<file path="src/rtl/imem_loader.sv">
// imem_loader: boot-time loader filling instruction memory from a byte stream
// Ports: CLK/RST (async, active-high); START begins a load from IDLE/DONE/ERROR;
// BYTE_IN/BYTE_VALID/BYTE_READY byte handshake; WE/WA/WD registered memory write;
// CPU_RST holds the core until the image is loaded; BUSY/DONE/ERR status.
// IMEM_LOADER_CHECKSUM_EN adds a trailing XOR checksum byte checked in CHECK.
module imem_loader #(
  parameter int MEM_WIDTH     = 32,
  parameter int MEM_DEPTH     = 100,
  parameter int ADDRESS_WIDTH = 32
) (
  input  logic                     CLK,
  input  logic                     RST,
  input  logic                     START,
  input  logic [7:0]               BYTE_IN,
  input  logic                     BYTE_VALID,
  output logic                     BYTE_READY,
  output logic                     WE,
  output logic [ADDRESS_WIDTH-1:0] WA,
  output logic [MEM_WIDTH-1:0]     WD,
  output logic                     CPU_RST,
  output logic                     BUSY,
  output logic                     DONE,
  output logic                     ERR
);
`ifdef IMEM_LOADER_CHECKSUM_EN
  typedef enum logic [2:0] {S_IDLE, S_LEN_HI, S_LEN_LO, S_DATA, S_WRITE, S_CHECK, S_DONE, S_ERROR} state_t;
  logic [7:0] csum;
`else
  typedef enum logic [2:0] {S_IDLE, S_LEN_HI, S_LEN_LO, S_DATA, S_WRITE, S_DONE, S_ERROR} state_t;
`endif
  state_t state, next;
  logic [15:0] len, idx;
  logic [1:0]  cnt;
  logic [23:0] word;
  logic        xfer, start_ok;
  logic [15:0] hdr_len;
  assign hdr_len  = {len[15:8], BYTE_IN};
  assign xfer     = BYTE_VALID && BYTE_READY;
  assign start_ok = START && (state == S_IDLE || state == S_DONE || state == S_ERROR);
  always_ff @(posedge CLK or posedge RST)
    if (RST) state <= S_IDLE;
    else     state <= next;
  always_comb begin
    next       = state;
    BYTE_READY = 1'b0;
    case (state)
      S_IDLE, S_DONE, S_ERROR: next = START ? S_LEN_HI : state;
      S_LEN_HI: begin
        BYTE_READY = 1'b1;
        next       = xfer ? S_LEN_LO : state;
      end
      S_LEN_LO: begin
        BYTE_READY = 1'b1;
        next       = !xfer ? state : (hdr_len == 16'd0 || hdr_len > 16'(MEM_DEPTH)) ? S_ERROR : S_DATA;
      end
      S_DATA: begin
        BYTE_READY = 1'b1;
        next       = (xfer && cnt == 2'd3) ? S_WRITE : state;
      end
`ifdef IMEM_LOADER_CHECKSUM_EN
      S_WRITE: next = (idx + 16'd1 == len) ? S_CHECK : S_DATA;
      S_CHECK: begin
        BYTE_READY = 1'b1;
        next       = !xfer ? state : (BYTE_IN == csum) ? S_DONE : S_ERROR;
      end
`else
      S_WRITE: next = (idx + 16'd1 == len) ? S_DONE : S_DATA;
`endif
      default: next = S_IDLE;
    endcase
  end
  assign CPU_RST = state != S_DONE;
  assign DONE    = state == S_DONE;
  assign ERR     = state == S_ERROR;
  assign BUSY    = !(state == S_IDLE || state == S_DONE || state == S_ERROR);
  always_ff @(posedge CLK or posedge RST)
    if (RST) begin
      len  <= '0;
      idx  <= '0;
      cnt  <= '0;
      word <= '0;
      WE   <= 1'b0;
      WA   <= '0;
      WD   <= '0;
`ifdef IMEM_LOADER_CHECKSUM_EN
      csum <= '0;
`endif
    end else begin
      WE <= state == S_DATA && xfer && cnt == 2'd3;
      if (start_ok) begin
        idx <= '0;
        cnt <= '0;
`ifdef IMEM_LOADER_CHECKSUM_EN
        csum <= '0;
`endif
      end
      if (state == S_LEN_HI && xfer) len[15:8] <= BYTE_IN;
      if (state == S_LEN_LO && xfer) len[7:0] <= BYTE_IN;
      if (state == S_DATA && xfer) begin
        word <= {word[15:0], BYTE_IN};
        cnt  <= cnt + 2'd1;
`ifdef IMEM_LOADER_CHECKSUM_EN
        csum <= csum ^ BYTE_IN;
`endif
        if (cnt == 2'd3) begin
          WA <= ADDRESS_WIDTH'(idx) << 2;
          WD <= MEM_WIDTH'({word, BYTE_IN});
        end
      end
      if (state == S_WRITE) idx <= idx + 16'd1;
    end
endmodule

</file>
<file path="config.mk">
export PLATFORM = sky130hd
export DESIGN_NAME = imem_loader
export DESIGN_NICKNAME = d
export VERILOG_FILES = /design/src/rtl/imem_loader.sv
export SDC_FILE = /design/constraint.sdc
export NUM_CORES = 1
export LEC_CHECK = 0
export BUFFER_PORTS_ARGS = -buffer_cell sky130_fd_sc_hd__clkbuf_2
export CORE_UTILIZATION = 45
export DETAILED_ROUTE_END_ITERATION = 16
export GPL_TIMING_DRIVEN = 0
export HOLD_SLACK_MARGIN = 0.06
export PLACE_DENSITY_LB_ADDON = 0.2
export SETUP_SLACK_MARGIN = 0.5
export SLEW_MARGIN = 20
export SYNTH_ARGS = -nofsm -noshare
export SYNTH_HDL_FRONTEND = slang
export SYNTH_SLANG_ARGS = --single-unit
</file>
<file path="constraint.sdc">
create_clock -name CLK -period 10.55 [get_ports CLK]
set_input_delay 2.11 -clock CLK [delete_from_list [all_inputs] [get_ports CLK]]
set_output_delay 2.11 -clock CLK [all_outputs]
set_load 0.03 [all_outputs]
</file>
==> results of run 1 <==
==> cells in the mapped netlist, drive strengths merged, types with 2 or more instances <==
master | number | area [um2]
a21oi | 9 | 45.0
a221o | 3 | 30.0
a22o | 2 | 17.5
a2bb2oi | 2 | 17.5
and2 | 4 | 25.0
and3 | 6 | 37.5
and4 | 2 | 18.8
buf | 35 | 238
clkbuf | 10 | 47.5
dfrtp | 110 | 2750
ha | 2 | 25.0
inv | 5 | 18.8
mux2 | 64 | 721
nand2 | 94 | 368
nand2b | 5 | 31.3
nand3 | 12 | 77.6
nand4 | 9 | 77.6
nor2 | 16 | 60.1
nor2b | 3 | 26.3
nor3 | 3 | 20.0
nor4 | 6 | 73.8
o21a | 3 | 22.5
o21ai | 26 | 130
o31ai | 5 | 37.5
o41ai | 2 | 17.5
or3 | 3 | 18.8
xnor2 | 13 | 114
xor2 | 9 | 78.8
==> worst max-delay path, cell delays in order (launching register included) <==
cell	delay (ns)
dfrtp_1	0.36
buf_2	0.20
nand3b_1	0.20
o21a_1	0.21
clkbuf_2	0.23
==> registers in the layout, summed over array words and instances, names as in the netlist <==
name / count
idx: 16
WE: 1
cnt: 2
word: 24
len: 16
state: 3
WD: 32
WA: 16
==> power groups by stage <==
stage                     logic [mW]  clock network (mW)  registers, mW
after floorplan                0.299                   0          0.601
after global placement         0.407                   0          0.601
after detailed placement       0.417                   0          0.606
after CTS                      0.420               0.373          0.599
after global routing           0.462               0.388          0.610
final                          0.419               0.364          0.597
==> per-stage QoR <==
stage | power [mW] | cells | instance area (um2) | util, % | hold WS (ns)
after floorplan | 0.900 | 495 | 5350 | - | 0.442
after global routing | 1.46 | 720 | 6200 | 54.3 | 0.505
after CTS | 1.39 | 720 | 6200 | 54.3 | 0.482
final | 1.38 | 720 | 6200 | 54.3 | 0.483
after detailed placement | 1.02 | 704 | 5880 | 51.5 | 0.464
after global placement | 1.01 | 703 | 5850 | 51.2 | 0.458
==> logic make-up after synthesis <==
family	count (synthesis)	share of synthesized area, %
mux	65	13.8
other cells	1	0.0709
buf+inv	50	5.75
compound gates	63	7.88
xor+xnor	22	3.64
flops	110	52.0
simple gates	167	16.3
fa+ha+maj	2	0.473
==> area by class of cell <==
| cell class | count | share of cell area, % |
|---|---|---|
| plain buffers | 45 | 4.60 |
| clock buffers | 9 | 3.63 |
| clock inverters | 7 | 1.53 |
| inverters | 5 | 0.383 |
| multi-input cells | 335 | 36.9 |
| flip-flops and latches | 110 | 44.4 |
| well taps | 143 | 2.88 |
| repair buffers | 66 | 5.69 |
==> final timing paths <==
kind	endpoint	cells past startpoint	slack [ns]	from
worst max-delay path	BUSY	4	6.90	state[1]$_DFFE_PP0P_
worst min-delay path	word[22]$_DFFE_PP0P_	2	0.48	word[22]$_DFFE_PP0P_
worst max register to register	state[1]$_DFFE_PP0P_	7	8.25	idx[0]$_DFFE_PP0P_
worst min register to register	word[22]$_DFFE_PP0P_	2	0.48	word[22]$_DFFE_PP0P_
max in group asynchronous	len[6]$_DFFE_PP0P_	3	8.09	RST
min in group asynchronous	WA[2]$_DFFE_PP0P_	2	1.84	RST
==> metal layers <==
| layer | wire length [um] | track usage [%] | part of all wire, % |
|---|---|---|---|
| met1 | 5480 | 28.2 | 48 |
| met2 | 5240 | 30.1 | 46 |
| met3 | 622 | 3.90 | 5.4 |
| met4 | 114 | 5.60 | 0.99 |
| met5 | 0 | 0 | 0 |
==> results by group, run 1 <==
Clock tree
  – Num Clock Sinks: 110
  – Postcts setup bufs: 0
  – Number of buffers created by CTS: 9
  – TritonCTS clock tree: done
  – CTS clock-pin slew for the worst setup and hold paths: 0.07 ns
  – Hold_buf cts: 0
  – CTS H-tree depth: 3
  – Clock Tree Root: clkbuf_16
  – CTS max path bufs: 2
  – Post_cts resized: 0
  – Clock latency at the later pin of the worst-skew pair: 0.35 ns

Synthesis
  – Number of synthesized flops with an enable pin: 0
  – Synth unique cells: 59
  – Ys Warns: 0
  – Post-synth ARST share: between 90% and 100%
  – Gate Count Post-Synth: 480
  – Mapped Area: 5290 um2
  – Sequential fraction of the synthesis area: between 50% and 60%
  – Mean Syn Cell Area: 11.0 um2
  – Synth Flop Type: dfrtp_1
  – Yosys reg bits: 110

Critical path
  – Worst Path Required: 8.44 ns
  – Critical Path Start Type: flop
  – Arrival @ worst endpoint: 1.54 ns
  – CP Max Fanout: 10
  – Critical path capture point type: output port
  – Critical path type: flop to output port

Detailed routing
  – Post-route ant nets: 0
  – Wire length per cell: 15.9 um
  – DRT Pass-1 Iters: 4
  – Iter 0 DRT Violations: between 100 and 150
  – Routed vias/inst: roughly 5.3
  – Post-Route WL: between 10 and 15 mm
  – Vias: 3801
  – Residual DRC count: 0

Pwr
  – Worst VDD drop: between 90 and 100 uV
  – Pwr/cell area: 222 nW/um2
  – Switching power: between 0.4 and 0.5 mW
  – Internal power: 0.893 mW
  – Sw Ratio: 35.3%
  – Pleak: around 3.2 nW
  – Comb pwr share: 30.3%
  – Clock network fraction of total power: 26.4%
  – Seq pwr share: between 40% and 50%

Floorplanning
  – Core footprint: 11400 um2
  – Initial core utilization: 46.3%
  – Chip width: 110 um
  – FP Rows: 39
  – Die Y: 110 um
  – Io pins: 82
  – Full die area: between 10000 and 15000 um2

Status
  – Outcome: completed

STA
  – Fin worst setup slack: a little under 7 ns
  – Post-Route Setup TNS: 0 ns
  – Setup violations, final: 0
  – Max-Slew Margin vs Limit: 61.0%
  – Fmax: 274 MHz
  – Fin crit share: 34.6%
  – Fin. max-slew vios: 0
  – Clock skew: 0.00584 ns
  – Slew @ Worst Pin: 0.585 ns
  – RSZ-0062 raised after global routing: false
  – Final Hold Vio Count: 0
  – Final min period: 3.65 ns

Cells and area
  – Reg area: approximately 2800 um2
  – Fill cell count: 1012
  – Most frequent cells in the layout: dfrtp_1 (110), nand2_1 (92), clkbuf_2 (65)
  – Most common cell after layout, fill and taps aside: dfrtp_1
  – Area of the multi-input gates: between 2000 and 2500 um2
  – Nets@finish: 586
  – Area growth syn-to-layout: 17.3%
  – Share of cells above drive strength 1: 34.0%
  – Antenna cells: 0

Place
  – Port bufs: 65
  – Final HPWL DP: 8.27 mm
  – Placer Congestion: between 0.8 and 0.9
  – Dpl ws: 6.55 ns

Global routing
  – Antenna violations before repair: 0
  – Vias in the first global route: 3630
  – GRT Total Usage: 19.6%
  – Remaining global-route overflow: 0
  – First-pass GRT wire length: roughly 19 mm
  – Largest net degree at the start of global routing: 66

Min path
  – Worst hold path class: flop to flop

Job
  – Max cap viols: 0
No activity file was read; power rests on OpenSTA's default activity.
==> inputs of run 2 (changes only) <==
clock period = 3 ns   (was 10.55 ns; I/O delays follow)
==> run 2 against run 1 <==
Setup slack got worse by 6.2 ns. Routed wire length fell by 0.52%. Die area did not move. Count of clock-buffer cells in the layout rose by 1. Via count fell by 0.47%. Core utilization rose by 0.49 points. Power rose to 3.6 times the previous value. Sequential power rose to 3.5 times the previous value. Design area rose by 0.91%. Clock skew barely moved. Largest power group unchanged.
==> results by group, run 2 (synthesis gave the netlist of run 1 again) <==
Status
  – Outcome: completed

Critical path
  – CP Max Fanout: 9 (-1)
  – Critical Path Start Type: flop
  – Critical path capture point type: flop
  – Arrival @ worst endpoint: 2.56 ns (+1.02 ns)
  – Worst Path Required: 3.24 ns (-5.20 ns)
  – Critical path type: flop to flop

Global routing
  – Vias in the first global route: 3751 (+3.3%)
  – GRT Total Usage: 19.9% (+0.33 points)
  – Antenna violations before repair: 0 (unchanged)
  – Largest net degree at the start of global routing: 34 (-48%)
  – Remaining global-route overflow: 0 (unchanged)
  – First-pass GRT wire length: 19.3 mm (+2.0%)

STA
  – Final min period: about 2.3 ns
  – Post-Route Setup TNS: 0 ns (unchanged)
  – Final Hold Vio Count: 0 (unchanged)
  – Fin worst setup slack: 0.681 ns (-6.22 ns)
  – Fin. max-slew vios: 0 (unchanged)
  – Setup violations, final: 0 (unchanged)
  – Slew @ Worst Pin: 0.581 ns (-0.00390 ns)
  – Max-Slew Margin vs Limit: 61.2% (+0.18 points)
  – Clock skew: 0.00547 ns (-0.000371 ns)
  – Fin crit share: between 70 and 80%
  – RSZ-0062 raised after global routing: false
  – Fmax: between 400 and 500 MHz

Pwr
  – Worst VDD drop: 391 uV (+300%)
  – Pleak: 3.26 nW (+0.53%)
  – Seq pwr share: 42.5% (-0.8 points)
  – Clock network fraction of total power: 27.6% (+1.2 points)
  – Sw Ratio: 34.4% (-0.81 points)
  – Switching power: 1.70 mW (+250%)
  – Pwr/cell area: 788 nW/um2 (+250%)
  – Internal power: 3.23 mW (+260%)
  – Total power: 4.93 mW (+260%)
  – Comb pwr share: 29.9% (-0.4 points)

Job
  – Max cap viols: 0 (unchanged)

Detailed routing
  – Routed vias/inst: 5.24 (-0.75%)
  – Post-route ant nets: 0 (unchanged)
  – DRT Pass-1 Iters: 5 (+1)
  – Iter 0 DRT Violations: 215 (+52%)
  – Wire length per cell: 15.8 um (-0.80%)
  – Post-Route WL: 11.4 mm (-0.52%)
  – Vias: 3783 (-0.47%)
  – Residual DRC count: 0 (unchanged)

Cells and area
  – Fill cell count: 1002 (-0.99%)
  – Biggest regs: WD (32), word (24)
  – Most frequent cells in the layout: dfrtp_1 (110), nand2_1 (92), clkbuf_2 (65)
  – Nets@finish: 588 (+0.34%)
  – Post-route cell area: 6260 um2 (+0.91%)
  – Antenna cells: 0 (unchanged)
  – Largest register FFs: 32 (unchanged)
  – Share of cells above drive strength 1: 34.0% (+0.055 points)
  – Area growth syn-to-layout: 18.3%
  – Biggest register: WD
  – Most common cell after layout, fill and taps aside: dfrtp_1

Place
  – Placed Area: 5910 um2 (+0.53%)
  – Final HPWL DP: 8.46 mm (+2.3%)
  – Port bufs: 65 (unchanged)
  – Placer Congestion: 0.887 (+7.1%)
  – Dpl ws: 0.536 ns (-6.02 ns)

Floorplanning
  – FP Rows: 39 (unchanged)
  – Chip width: 110 um (unchanged)
  – Full die area: 12200 um2 (unchanged)
  – Die Y: 110 um (unchanged)
  – Core footprint: 11400 um2 (unchanged)
  – Initial core utilization: 46.3% (unchanged)
  – Io pins: 82 (unchanged)

Clock tree
  – Number of buffers created by CTS: 9 (unchanged)
  – CTS max path bufs: 2 (unchanged)
  – Hold_buf cts: 0 (unchanged)
  – TritonCTS clock tree: done
  – Clock Tree Root: clkbuf_16
  – CTS clock-pin slew for the worst setup and hold paths: 0.07 ns (about the same)
  – Postcts setup bufs: 0 (unchanged)
  – Clock latency at the later pin of the worst-skew pair: 0.35 ns (about the same)
  – Post_cts resized: 0 (unchanged)
  – CTS H-tree depth: 3 (unchanged)
  – Num Clock Sinks: 110 (unchanged)

Min path
  – Worst hold path class: input pin to asynchronous set/reset pin
run 2: cell types whose count changed in the layout (fill, tap and decap cells not counted):
cell,before,now
clkinv_4,0,1
buf_12,0,3
inv_8,1,0
clkinvlp_4,0,1
clkbuf_1,9,10
bufinv_16,2,3
buf_16,1,0
clkinv_2,3,0
run 2: critical path, cell delays in order (launching register included):
cell and delay [ns]:
dfrtp_1 0.50, ha_1 0.38, xor2_1 0.18, a221o_1 0.26
a221o_1 0.28, a211oi_2 0.20, nand4_1 0.18, o21a_1 0.22
run 2: layout make-up:
cell class                      count  area, um2  share of cell area, %
Tap cell                          143        179                   2.86
Clock buffer                       10        229                   3.66
Buffer                             45        285                   4.56
Sequential cell                   110       2750                   44.0
Multi-Input combinational cell    335       2290                   36.6
Clock inverter                      6        116                   1.86
Inverter                            5       22.5                  0.360
Timing Repair Buffer               68        385                   6.16
run 2: per-stage QoR:
step / std cells / util, % / hold slack [ns]
after floorplan: 495 / - / 0.442
after global placement: 703 / 51.3 / 0.458
after detailed placement: 706 / 51.8 / 0.464
after CTS: 722 / 54.8 / 0.311
after global routing: 722 / 54.8 / 0.339
final: 722 / 54.8 / 0.305
run 2: power groups by stage:
stage | clock network (mW) | logic [mW] | registers, mW
6_report | 1.36 | 1.48 | 2.10
5_1_grt | 1.44 | 1.63 | 2.14
4_1_cts | 1.39 | 1.48 | 2.10
3_5_place_dp | 0 | 1.47 | 2.13
3_3_place_gp | 0 | 1.43 | 2.12
2_1_floorplan | 0 | 1.05 | 2.11
run 2: worst paths after layout:
check	start	end	slack (ns)	depth (start not counted)
setup / recovery	idx[0]$_DFFE_PP0P_	state[1]$_DFFE_PP0P_	0.68	7
hold / removal	RST	word[19]$_DFFE_PP0P_	0.30	2
setup reg to reg	idx[0]$_DFFE_PP0P_	state[1]$_DFFE_PP0P_	0.68	7
hold reg to reg	word[16]$_DFFE_PP0P_	word[16]$_DFFE_PP0P_	0.48	2
max in group asynchronous	RST	len[6]$_DFFE_PP0P_	1.95	4
min in group CLK	word[16]$_DFFE_PP0P_	word[16]$_DFFE_PP0P_	0.48	2
run 2: layer usage:
metal,track usage (%),vias up,share of wire (%)
met5,0,-,0
met4,8.89,0,2.2
met3,3.62,13,4.5
met2,30.6,104,46
met1,27.6,1846,47
li1,-,1820,-
==> inputs of run 3 (changes only) <==
clock period = 2.35 ns   (was 3 ns; I/O delays follow)
==> run 3 against run 2 <==
Hold slack lost 0.13 ns. Power grew 36%. Sequential power grew 29%. Maximum frequency grew 18%. Clock skew grew 0.0021 ns. Setup slack lost 0.30 ns. Design area grew 5.6%. Via count grew 3.2%. Sequential share of layout area shrank 2.3 points. Non-clock buffer count grew 17. Count of clock-buffer cells in the layout is the same.
==> results by group, run 3 (synthesis gave the netlist of run 1 again) <==
STA
  – Fin worst setup slack: 0.384 ns (-0.297 ns)
  – Final Hold Vio Count: 0 (unchanged)
  – Setup violations, final: 0 (unchanged)
  – Clock skew: 0.00759 ns (+0.00212 ns)
  – Fmax: 509 MHz (+18%)
  – Post-Route Setup TNS: 0 ns (unchanged)
  – Fin. max-slew vios: 0 (unchanged)
  – RSZ-0062 raised after global routing: true
  – Slew @ Worst Pin: 0.681 ns (+0.0994 ns)
  – Fin crit share: 83.7% (+6.4 points)
  – Final min period: 1.97 ns (-0.353 ns)
  – Max-Slew Margin vs Limit: 54.6% (-6.5 points)

Detailed routing
  – Post-route ant nets: 0 (unchanged)
  – Vias: 3905 (+3.2%)
  – Iter 0 DRT Violations: 180 (-16%)
  – Wire length per cell: 16.5 um (+4.6%)
  – DRT Pass-1 Iters: 4 (-1)
  – Residual DRC count: 0 (unchanged)
  – Routed vias/inst: 5.28 (+0.85%)
  – Post-Route WL: 12.2 mm (+7.1%)

Critical path
  – Critical Path Start Type: flop
  – Critical path type: flop to flop
  – Arrival @ worst endpoint: 2.22 ns (-0.34 ns)
  – Worst R2R Path Depth: 7 (unchanged)
  – Worst Path Required: 2.60 ns (-0.64 ns)
  – Most used cell along the critical path: a221o_1
  – CP Max Fanout: 2 (-7)
  – Reg2reg end: state[1]$_DFFE_PP0P_
  – Max stage delay on crit path: 0.43 ns (-0.07 ns)
  – RR Startpoint: idx[1]$_DFFE_PP0P_
  – Critical path capture point type: flop
  – Crit-path cells: ha_4 > xor2_1 > a221o_1 > a221o_1 > a211oi_2 > nand4_1 > o21a_1
  – CP max-delay cell: dfrtp_2
  – Slack of the worst reg-to-reg path: 0.38 ns (-0.30 ns)

Floorplanning
  – Chip width: 110 um (unchanged)
  – FP Rows: 39 (unchanged)
  – Die Y: 110 um (unchanged)
  – Io pins: 82 (unchanged)
  – Full die area: 12200 um2 (unchanged)
  – Initial core utilization: 46.3% (unchanged)
  – Core footprint: 11400 um2 (unchanged)

Cells and area
  – Antenna cells: 0 (unchanged)
  – Biggest register: WD
  – Most frequent cells in the layout: dfrtp_1 (107), nand2_1 (89), mux2_2 (64)
  – Fill cell count: 995 (-0.70%)
  – Area growth syn-to-layout: 25.0%
  – Reg area: 2760 um2 (+0.14%)
  – Share of cells above drive strength 1: 41.1% (+7.1 points)
  – Nets@finish: 605 (+2.9%)
  – Area of the multi-input gates: 2420 um2 (+5.8%)
  – Largest register FFs: 32 (unchanged)
  – Biggest regs: WD (32), word (24)
  – Most common cell after layout, fill and taps aside: dfrtp_1

Clock tree
  – Number of buffers created by CTS: 9 (unchanged)
  – TritonCTS clock tree: done
  – Clock latency at the later pin of the worst-skew pair: 0.36 ns (about the same)
  – Hold_buf cts: 0 (unchanged)
  – CTS H-tree depth: 3 (unchanged)
  – CTS max path bufs: 2 (unchanged)
  – Num Clock Sinks: 110 (unchanged)
  – Clock Tree Root: clkbuf_16
  – CTS clock-pin slew for the worst setup and hold paths: 0.07 ns (about the same)

Global routing
  – First-pass GRT wire length: 19.7 mm (+2.0%)
  – Vias in the first global route: 3754 (+0.080%)
  – GRT Total Usage: 20.6% (+0.64 points)
  – Largest net degree at the start of global routing: 35 (+2.9%)
  – Antenna violations before repair: 0 (unchanged)
  – Remaining global-route overflow: 0 (unchanged)

Place
  – Dpl ws: 0.103 ns (-0.433 ns)
  – Placer Congestion: 0.851 (-4.0%)
  – Final HPWL DP: 8.46 mm (about the same)
  – Port bufs: 65 (unchanged)

Status
  – Outcome: completed

Pwr
  – Worst VDD drop: 782 uV (+100%)
  – Pwr/cell area: 1020 nW/um2 (+29%)
  – Pleak: 3.42 nW (+4.9%)

Job
  – Max cap viols: 0 (unchanged)

Min path
  – Worst hold path class: input pin to asynchronous set/reset pin
run 3: cell types whose count changed in the layout (fill, tap and decap cells not counted), moves of 4 or more:
| cell | previous run | this run |
|---|---|---|
| buf_2 | 13 | 4 |
| o21ai_0 | 24 | 13 |
| buf_8 | 0 | 6 |
| o21ai_2 | 0 | 5 |
| o21ai_1 | 2 | 6 |
| buf_4 | 20 | 34 |
| buf_6 | 2 | 7 |
run 3: worst max-delay path: cells and delay by family, from the launching register on:
kind	cells	cell delay, ns
AOI/OAI and AO/OA	4	0.87
and+or+nand+nor	1	0.15
adders and majority gates	1	0.27
DFF	1	0.43
xor gates and xnor gates	1	0.14
run 3: stage by stage:
stage          hold slack (ns)  utilization (%)  area, um2  std cells  total power, mW
6_report                 0.172             57.9       6610        739             6.72
3_3_place_gp             0.456             51.6       5890        703             4.61
4_1_cts                  0.195             56.2       6420        733             6.41
2_1_floorplan            0.442                -       5390        495             4.12
3_5_place_dp             0.475             52.2       5960        706             4.71
5_1_grt                  0.227             57.9       6610        739             7.08
run 3: routing by layer:
| metal | share of wire, % | GRT usage (%) | up-vias |
|---|---|---|---|
| li1 | - | - | 1850 |
| met1 | 47 | 28.7 | 1923 |
| met2 | 46 | 31.3 | 113 |
| met3 | 4.7 | 4.34 | 19 |
| met4 | 2.1 | 8.27 | 0 |
| met5 | 0 | 0 | - |
run 3: worst max path at each step:
stage	cells past startpoint	start	to	slack, ns
2_1_floorplan	7	idx[1]$_DFFE_PP0P_	state[1]$_DFFE_PP0P_	0.42
5_1_grt	7	idx[8]$_DFFE_PP0P_	state[1]$_DFFE_PP0P_	0.29
4_1_cts	7	idx[1]$_DFFE_PP0P_	state[1]$_DFFE_PP0P_	0.37
3_3_place_gp	2	RST	WD[5]$_DFFE_PP0P_	-0.16
3_5_place_dp	7	idx[0]$_DFFE_PP0P_	state[1]$_DFFE_PP0P_	0.10
6_report	7	idx[1]$_DFFE_PP0P_	state[1]$_DFFE_PP0P_	0.38
run 3: power breakdown:
group / internal, mW / switching [mW]
sequential: 2.30 / 0.398
clock: 0.754 / 0.713
combinational: 1.23 / 1.32
total: 4.28 / 2.44
run 3: layout make-up:
cell class,count,share of cell area [%]
Multi-Input combinational cell,335,36.6
Buffer,45,5.09
Tap cell,143,2.71
Timing Repair Buffer,85,9.18
Clock inverter,6,0.681
Inverter,5,0.416
Sequential cell,110,41.7
Clock buffer,10,3.61
run 3: repair_timing:
action / CTS / global route
pin swaps: 3 / 5
gates resized for setup: 27 / 40
endpoints found under the setup margin: 20 / 69
buffers inserted: 11 / 5
gates cloned: 0 / 1
